File: src/rtl/rr_merge_pkg.sv
// Shared port-addressing definitions for the 1-to-4 router and the 4-to-1 merge.
package rr_merge_pkg;
  localparam int NUM_PORTS = 4;
  localparam int PORT_AW   = 2;

  typedef logic [PORT_AW-1:0] port_addr_t;
endpackage

File: src/rtl/rr_arbiter4.sv
// Combinational 4-way round-robin arbiter: first requester at or after ptr wins.
module rr_arbiter4
  import rr_merge_pkg::*;
(
  input  logic [NUM_PORTS-1:0] req,
  input  port_addr_t           ptr,
  output logic [NUM_PORTS-1:0] gnt,
  output port_addr_t           gnt_idx,
  output logic                 any_gnt
);

  port_addr_t cand;

  always_comb begin
    gnt     = '0;
    gnt_idx = '0;
    any_gnt = 1'b0;
    cand    = '0;
    for (int k = 0; k < NUM_PORTS; k++) begin
      // Natural 2-bit wrap gives the ptr, ptr+1, ... mod 4 search order.
      cand = ptr + port_addr_t'(k);
      if (!any_gnt && req[cand]) begin
        gnt[cand] = 1'b1;
        gnt_idx   = cand;
        any_gnt   = 1'b1;
      end
    end
  end

endmodule

File: src/rtl/rr_merge4.sv
// Four-to-one round-robin merge with a single registered output slot tagged by source.
module rr_merge4
  import rr_merge_pkg::*;
#(
  parameter int DATA_WIDTH = 32
) (
  input  logic                  clk,
  input  logic                  resetn,
  input  logic [DATA_WIDTH-1:0] din0,
  input  logic [DATA_WIDTH-1:0] din1,
  input  logic [DATA_WIDTH-1:0] din2,
  input  logic [DATA_WIDTH-1:0] din3,
  input  logic                  din0_en,
  input  logic                  din1_en,
  input  logic                  din2_en,
  input  logic                  din3_en,
  output logic                  din0_rdy,
  output logic                  din1_rdy,
  output logic                  din2_rdy,
  output logic                  din3_rdy,
  output logic [DATA_WIDTH-1:0] dout,
  output logic                  dout_en,
  output port_addr_t            dout_addr,
  input  logic                  dout_rdy
);

  logic [DATA_WIDTH-1:0] dout_q, dout_d;
  port_addr_t            addr_q, addr_d;
  logic                  en_q, en_d;
  port_addr_t            ptr_q, ptr_d;

  logic [NUM_PORTS-1:0]  req, gnt;
  port_addr_t            gnt_idx;
  logic                  any_gnt;
  logic                  load;
  logic [DATA_WIDTH-1:0] sel_data;

  assign req = {din3_en, din2_en, din1_en, din0_en};

  rr_arbiter4 u_arb (
    .req     (req),
    .ptr     (ptr_q),
    .gnt     (gnt),
    .gnt_idx (gnt_idx),
    .any_gnt (any_gnt)
  );

  // Slot can take a new word when empty or when its current word leaves this cycle.
  assign load = !en_q || dout_rdy;

  // Gating with resetn keeps every accept strobe low while reset is held.
  assign din0_rdy = resetn && load && gnt[0];
  assign din1_rdy = resetn && load && gnt[1];
  assign din2_rdy = resetn && load && gnt[2];
  assign din3_rdy = resetn && load && gnt[3];

  always_comb begin
    case (gnt_idx)
      2'd0:    sel_data = din0;
      2'd1:    sel_data = din1;
      2'd2:    sel_data = din2;
      default: sel_data = din3;
    endcase
  end

  always_comb begin
    dout_d = dout_q;
    addr_d = addr_q;
    en_d   = en_q;
    ptr_d  = ptr_q;
    if (load) begin
      if (any_gnt) begin
        dout_d = sel_data;
        addr_d = gnt_idx;
        en_d   = 1'b1;
        ptr_d  = gnt_idx + port_addr_t'(1);
      end else begin
        // Empty slot always presents zero data and address.
        dout_d = '0;
        addr_d = '0;
        en_d   = 1'b0;
      end
    end
  end

  always_ff @(posedge clk or negedge resetn) begin
    if (!resetn) begin
      dout_q <= '0;
      addr_q <= '0;
      en_q   <= 1'b0;
      ptr_q  <= '0;
    end else begin
      dout_q <= dout_d;
      addr_q <= addr_d;
      en_q   <= en_d;
      ptr_q  <= ptr_d;
    end
  end

  assign dout      = dout_q;
  assign dout_addr = addr_q;
  assign dout_en   = en_q;

endmodule
File: config.mk
export PLATFORM = sky130hd
export DESIGN_NAME = rr_merge4
export DESIGN_NICKNAME = d
export VERILOG_FILES = /design/src/rtl/rr_merge_pkg.sv /design/src/rtl/rr_arbiter4.sv /design/src/rtl/rr_merge4.sv
export SDC_FILE = /design/constraint.sdc
export NUM_CORES = 1
export LEC_CHECK = 0
export ABC_AREA = 1
export CORE_ASPECT_RATIO = 0.8
export CORE_MARGIN = 2
export CORE_UTILIZATION = 35
export DETAILED_ROUTE_END_ITERATION = 12
export PLACE_DENSITY_LB_ADDON = 0.25
export RECOVER_POWER = 25
export SLEW_MARGIN = 15
export SYNTH_ARGS = -nofsm -noshare
export SYNTH_HDL_FRONTEND = slang
export SYNTH_SLANG_ARGS = --single-unit
File: constraint.sdc
create_clock -name clk -period 2.25 [get_ports clk]
set_input_delay 0.675 -clock clk [delete_from_list [all_inputs] [get_ports clk]]
set_output_delay 0.675 -clock clk [all_outputs]
set_load 0.02 [all_outputs]
Yosys cells after proc, flatten, opt, wreduce, memory -nomap -nowiden
Index checks and enable logic that the tools add are counted.
W data, S select, Z words.
{"block": "word_totals", "regBits": 37, "input_bits": 135, "wordCells": 72}
{"block": "op_classes", "n_addsub": 4, "magnitude_cmp": 8, "eq_ne": 2, "n_mux": 32, "n_bitwise": 3, "n_reduce_logical": 19}
{"operator": "$pmux W32 S3", "count": 1}
{"operator": "$mux W32", "count": 1}
{"operator": "$mux W4", "count": 4}
{"operator": "$mux W1", "count": 13}
{"operator": "$logic_and A1 B1 Y1", "count": 12}
{"operator": "$lt A2 B3 Y1 const B", "count": 4}
{"operator": "$or A4 B4 Y4", "count": 3}
{"operator": "$mux W2", "count": 5}
{"operator": "$bmux W1 S2", "count": 4}
{"operator": "$demux W1 S2", "count": 4}
{"operator": "$ge A2 B1 Y1 const B", "count": 4}
{"operator": "$add A2 B1 Y2 const B", "count": 2}
{"operator": "$add A2 B2 Y2 const B", "count": 2}
{"operator": "$logic_not A1 Y1", "count": 4}
{"operator": "$eq A2 B1 Y1 const B", "count": 1}
{"operator": "$eq A2 B2 Y1 const B", "count": 1}
{"operator": "$logic_not A2 Y1", "count": 1}
{"operator": "$reduce_and A2 Y1", "count": 1}
{"operator": "$logic_or A1 B1 Y1", "count": 1}

Logic depth before layout (Yosys ltp)
{"block": "depth", "depth_word": 15, "ltp_mapped": 15, "mapped_depth_nobuf": 14}

Hierarchy
A second synthesis with hierarchy kept.
{"block": "hier_totals", "hier_cells": 516, "area_unflattened_um2": 3056.7}
{"mod": "rr_merge4", "instances": 1, "cells_per_inst": 442, "area_each_um2": 2616.3}
{"mod": "rr_arbiter4", "instances": 1, "cells_per_inst": 74, "area_each_um2": 440.4}

Worst setup path before layout
Ideal clock, no wire load.
{"block": "synth_path", "path_type": "reg-to-output", "start": "register ptr_q[1]", "end": "output din2_rdy", "arrival_time_ps": 2019, "slack_ps": -444, "stages_incl_launch_ff": 10, "path_cell_list": "dfrtp_1 -> inv_1 -> ha_1 -> inv_1 -> nand3_1 -> nand2_2 -> nand2_1 -> nor2_1 -> nand2_1 -> a41oi_1"}
{"block": "synth_between", "elab_chain_cells": 13, "word_cells_on_any_way": 48, "classes_between": "3 x add/sub; 8 x order compare; 23 x mux; 3 x bitwise; 11 x reduce/logical"}
{"item": "from (decl)", "line": "rr_merge4.sv:30", "text": "port_addr_t ptr_q, ptr_d;"}
{"item": "from (signal assigned)", "line": "rr_merge4.sv:96", "text": "ptr_q <= ptr_d;"}
{"item": "branches (longest 11 deep; another with $lt A2 B3 Y1)"}
{"item": "$mux W4 (*)", "line": "rr_arbiter4.sv:22", "text": "if (!any_gnt && req[cand]) begin"}
{"item": "$logic_and A1 B1 Y1 (*)", "line": "rr_merge4.sv:54", "text": "assign din2_rdy = resetn && load && gnt[2];"}
{"item": "to (decl)", "line": "rr_merge4.sv:19", "text": "output logic din2_rdy,"}
Mark *: on every way between the ends. The select of a mux whose other input is x is not followed.

Final worst setup path
{"block": "layout_path", "start": "register ptr_q[0]", "end": "output din0_rdy"}
{"block": "layout_between", "elab_chain_cells": 13, "word_cells_on_any_way": 48, "classes_between": "3 x add/sub; 8 x order compare; 23 x mux; 3 x bitwise; 11 x reduce/logical"}
{"item": "branches (longest 11 deep; another with $lt A2 B3 Y1)"}
{"item": "$mux W4 (*)", "line": "rr_arbiter4.sv:22"}
{"item": "$logic_and A1 B1 Y1 (*)", "line": "rr_merge4.sv:52", "text": "assign din0_rdy = resetn && load && gnt[0];"}
{"item": "to (decl)", "line": "rr_merge4.sv:17", "text": "output logic din0_rdy,"}
Marked as above.

==> impl_metrics.tcl <==
set metrics [dict create \
    final_util_pct 69.9 \
    vias 3932 \
    p_int_mw 5.91 \
    ys_types 28 \
    ir_drop_v 0.000861 \
    drt-pass1-iter-count 4 \
    cp_data_required_time_ns 1.57 \
    avgSynthCellArea_um2 6.58 \
    grt_max_degree 38 \
    htree_levels 2 \
    root_buffer "clkbuf_8" \
    vias_per_cell 5.00 \
    path_cells "clkinv_4, ha_4, inv_4, nand3_2, nand2_2, nand3_4, clkinv_4, nand2_1, a31oi_4, buf_6" \
    crit_buf_inv 4 \
    synth_area_um2 3040 \
    power.share.combinational_pct 85.2 \
    syn_to_final_growth_pct 94.3 \
    fmax_mhz 388 \
    power_density_nw_per_um2 1980 \
    synth_top_family_by_area "simple AND/OR/NAND/NOR gates" \
    gr-total-overflow 0 \
    syn-num-nets 605 \
    synth_cells 462 \
    cpMaxStageDelayCell "dfrtp_2" \
    die_area_um2 9450 \
    wl_per_cell_um 15.4 \
    clk_latency_ns 0.28 \
    skew_ns 0.00418 \
    ys_warn_count 0 \
    swShare_pct 49.3 \
    grt_pass1_wl_um 18400 \
    hold_violations 0 \
    drive_gt1_share_pct 25.3 \
    finalMaxSlewViolations 0 \
    first_global_vias 3768 \
    cp_top_family "flip-flops" \
    grt_setup_unrepaired "true" \
    drc 0 \
    cts.hold.buffers_added 0 \
    cts_tree "built" \
    clk_pin_slew_worst_paths_ns 0.07 \
    timing.setup.critical_path_class "reg2out" \
    finalNetCount 817 \
    period_needed_ns 2.58 \
    crit_path_max_fanout 5 \
    die_h_um 87.3 \
    maxCapViolCount 0 \
    synth_xor_area_share_pct 0 \
    synth_adder_area_share_pct 3.29 \
    diodes 0 \
    synth_compound_area_share_pct 14.6 \
    fp-row-count 30 \
    critPathArrivalTime_ns 1.90 \
    setup_viol 34 \
    tightest_slew_ns 0.959 \
    synth_seq_area_share_pct 30.5 \
    cp-start-kind "register" \
    hpwlAfterDp_um 8590 \
    p_leak_nw 2.69 \
    finalCritPeriodShare_pct 114 \
    clock_power_share_pct 4.4 \
    routed_wl_um 12100 \
    max_stage_delay_ns 0.40 \
    start_util_pct 36.0 \
    stdcell_count 787 \
    gr-usage-all-layers_pct 25.0 \
    gp_congestion 0.852 \
    ant_nets 0 \
    status "finished, violations left" \
    worstSetupEndpointType "primary output" \
    relSlewSlack_pct 36.1 \
    portBuffers 173 \
    synth-simple-area-share_pct 39.9 \
    ios 174 \
    hold_class "reg2reg" \
    ys_seq_elements 37 \
    cts_buffers 5 \
    drt_iter0_drc 239 \
    antenna_found_initial 0 \
    cts_sinks 37 \
    placed_cells 762 \
    critPathMostFrequentCell "clkinv_4" \
    pwr-share-seq_pct 10.4 \
    violations "setup timing" \
    synth.mux.area_fraction_pct 0 \
    finalWorstSetupSlack_ns -0.326 \
    die_w_um 108 \
    switchingPower_mw 5.75 \
    clock_tree.buffer_depth 2 \
    core-area_um2 8450 \
]
==> synth_stat cells <==
cell type / count / area, um2
a21boi_2: 1 / 11.3
buf_8: 1 / 15.0
nor2_2: 2 / 12.5
clkbuf_1: 6 / 22.5
o21ai_0: 5 / 25.0
inv_4: 1 / 6.26
o21ai_2: 11 / 96.3
buf_6: 5 / 56.3
nor2_4: 1 / 11.3
o21ai_1: 50 / 250
nand2_4: 5 / 56.3
nand3b_1: 3 / 22.5
nand2_1: 164 / 616
a22oi_1: 3 / 22.5
buf_2: 8 / 40.0
nor2_1: 6 / 22.5
inv_1: 34 / 128
nand4_1: 5 / 31.3
buf_4: 6 / 45.0
nand3_1: 71 / 355
a31oi_1: 3 / 18.8
a21oi_1: 2 / 10.0
inv_2: 12 / 45.0
nand2_2: 7 / 43.8
dfrtp_1: 37 / 926
ha_1: 8 / 100
nand3_2: 4 / 40.0
a41oi_1: 1 / 8.76
==> flip-flops by register name, indices dropped and copies added, names as in the netlist <==
register   count
dout_addr      2
dout_en        1
ptr_q          2
dout          32
==> stage by stage <==
| stage | worst slack (ns) | setup TNS [ns] | hold slack (ns) | total power [mW] | cell area, um2 |
|---|---|---|---|---|---|
| 5_1_grt | -0.426 | -8.28 | 0.507 | 12.5 | 5900 |
| 3_5_place_dp | -1.10 | -21.87 | 0.464 | 8.93 | 5240 |
| 3_3_place_gp | -1.07 | -19.96 | 0.460 | 8.74 | 5240 |
| 6_report | -0.326 | -4.75 | 0.481 | 11.7 | 5900 |
| 4_1_cts | -0.326 | -1.79 | 0.485 | 11.0 | 5730 |
| 2_1_floorplan | 0.00745 | 0 | 0.379 | 6.26 | 3160 |
==> cell families after synthesis <==
family | count (synthesis)
AO/OA/AOI/OAI | 76
adder cells (fa/ha/maj) | 8
buffers and inverters | 73
flip-flops | 37
AND/OR/NAND/NOR | 268
==> power by group through the flow <==
stage	combinational, mW	clock (mW)	sequential [mW]
after global routing	10.7	0.560	1.25
after global placement	7.53	0	1.21
after detailed placement	7.71	0	1.22
final	9.93	0.515	1.21
after floorplan	4.65	0	1.61
after CTS	9.26	0.530	1.21
==> worst paths after layout <==
| check | from | endpoint | slack, ns | cells after the start |
|---|---|---|---|---|
| max | ptr_q[0]$_DFFE_PN0P_ | din0_rdy | -0.33 | 10 |
| min | dout[0]$_DFFE_PN0N_ | dout[0]$_DFFE_PN0N_ | 0.48 | 2 |
| max reg2reg | ptr_q[0]$_DFFE_PN0P_ | dout[24]$_DFFE_PN0N_ | -0.17 | 19 |
| min reg2reg | dout[0]$_DFFE_PN0N_ | dout[0]$_DFFE_PN0N_ | 0.48 | 2 |
| max in group asynchronous | resetn | ptr_q[1]$_DFFE_PN0P_ | 0.91 | 2 |
| min in group asynchronous | resetn | dout[21]$_DFFE_PN0N_ | 0.69 | 2 |
==> per-layer routing <==
layer  wire length, um  GRT usage [%]
met4               158           5.01
met2              5760           44.4
met1              5040           30.1
met5                 0              0
met3              1190           7.48
==> layout by cell type (no fill, tap or decap), types with 2 or more instances in the layout <==
cell and count:
clkdlybuf4s50_1 164, nand2_1 148, nand3_1 62, o21ai_1 41, buf_4 36, dfrtp_1 35, inv_1 30, o21ai_2 19
nand2_2 16, inv_2 12, buf_12 12, nand2_4 9, nand3_2 8, buf_6 8, ha_1 7, clkbuf_8 7
nand3_4 5, nor2_2 5, nand4_1 5, nor2_4 4, o21ai_0 4, inv_4 3, nand2_8 3, a22oi_2 3
a31oi_4 3, nand3b_1 3, buf_16 3, clkdlybuf4s15_1 3, clkinv_4 2, o21ai_4 2, dfrtp_2 2
==> cell type report <==
cell class / count / area [um2]
Fill cell: 706 / 2540
Timing Repair Buffer: 231 / 2410
Multi-Input combinational cell: 352 / 2120
Sequential cell: 37 / 928
Inverter: 47 / 194
Tap cell: 112 / 140
Clock buffer: 7 / 96.3
Clock inverter: 1 / 5.00
==> tightest hold or removal path: cells and delay by family, from the launching register on <==
family           cells  cell delay [ns]
flip-flops           1             0.35
AND/OR/NAND/NOR      2             0.10
==> what timing repair did <==
item | 4_1_cts | 5_1_grt
cloned | 4 | 1
endpoints found under the setup margin | 39 | 37
resized for setup | 76 | 40
setup buffers | 7 | 8
pin swaps | 21 | 16
Note: power is estimated with default switching activity, not from simulation.
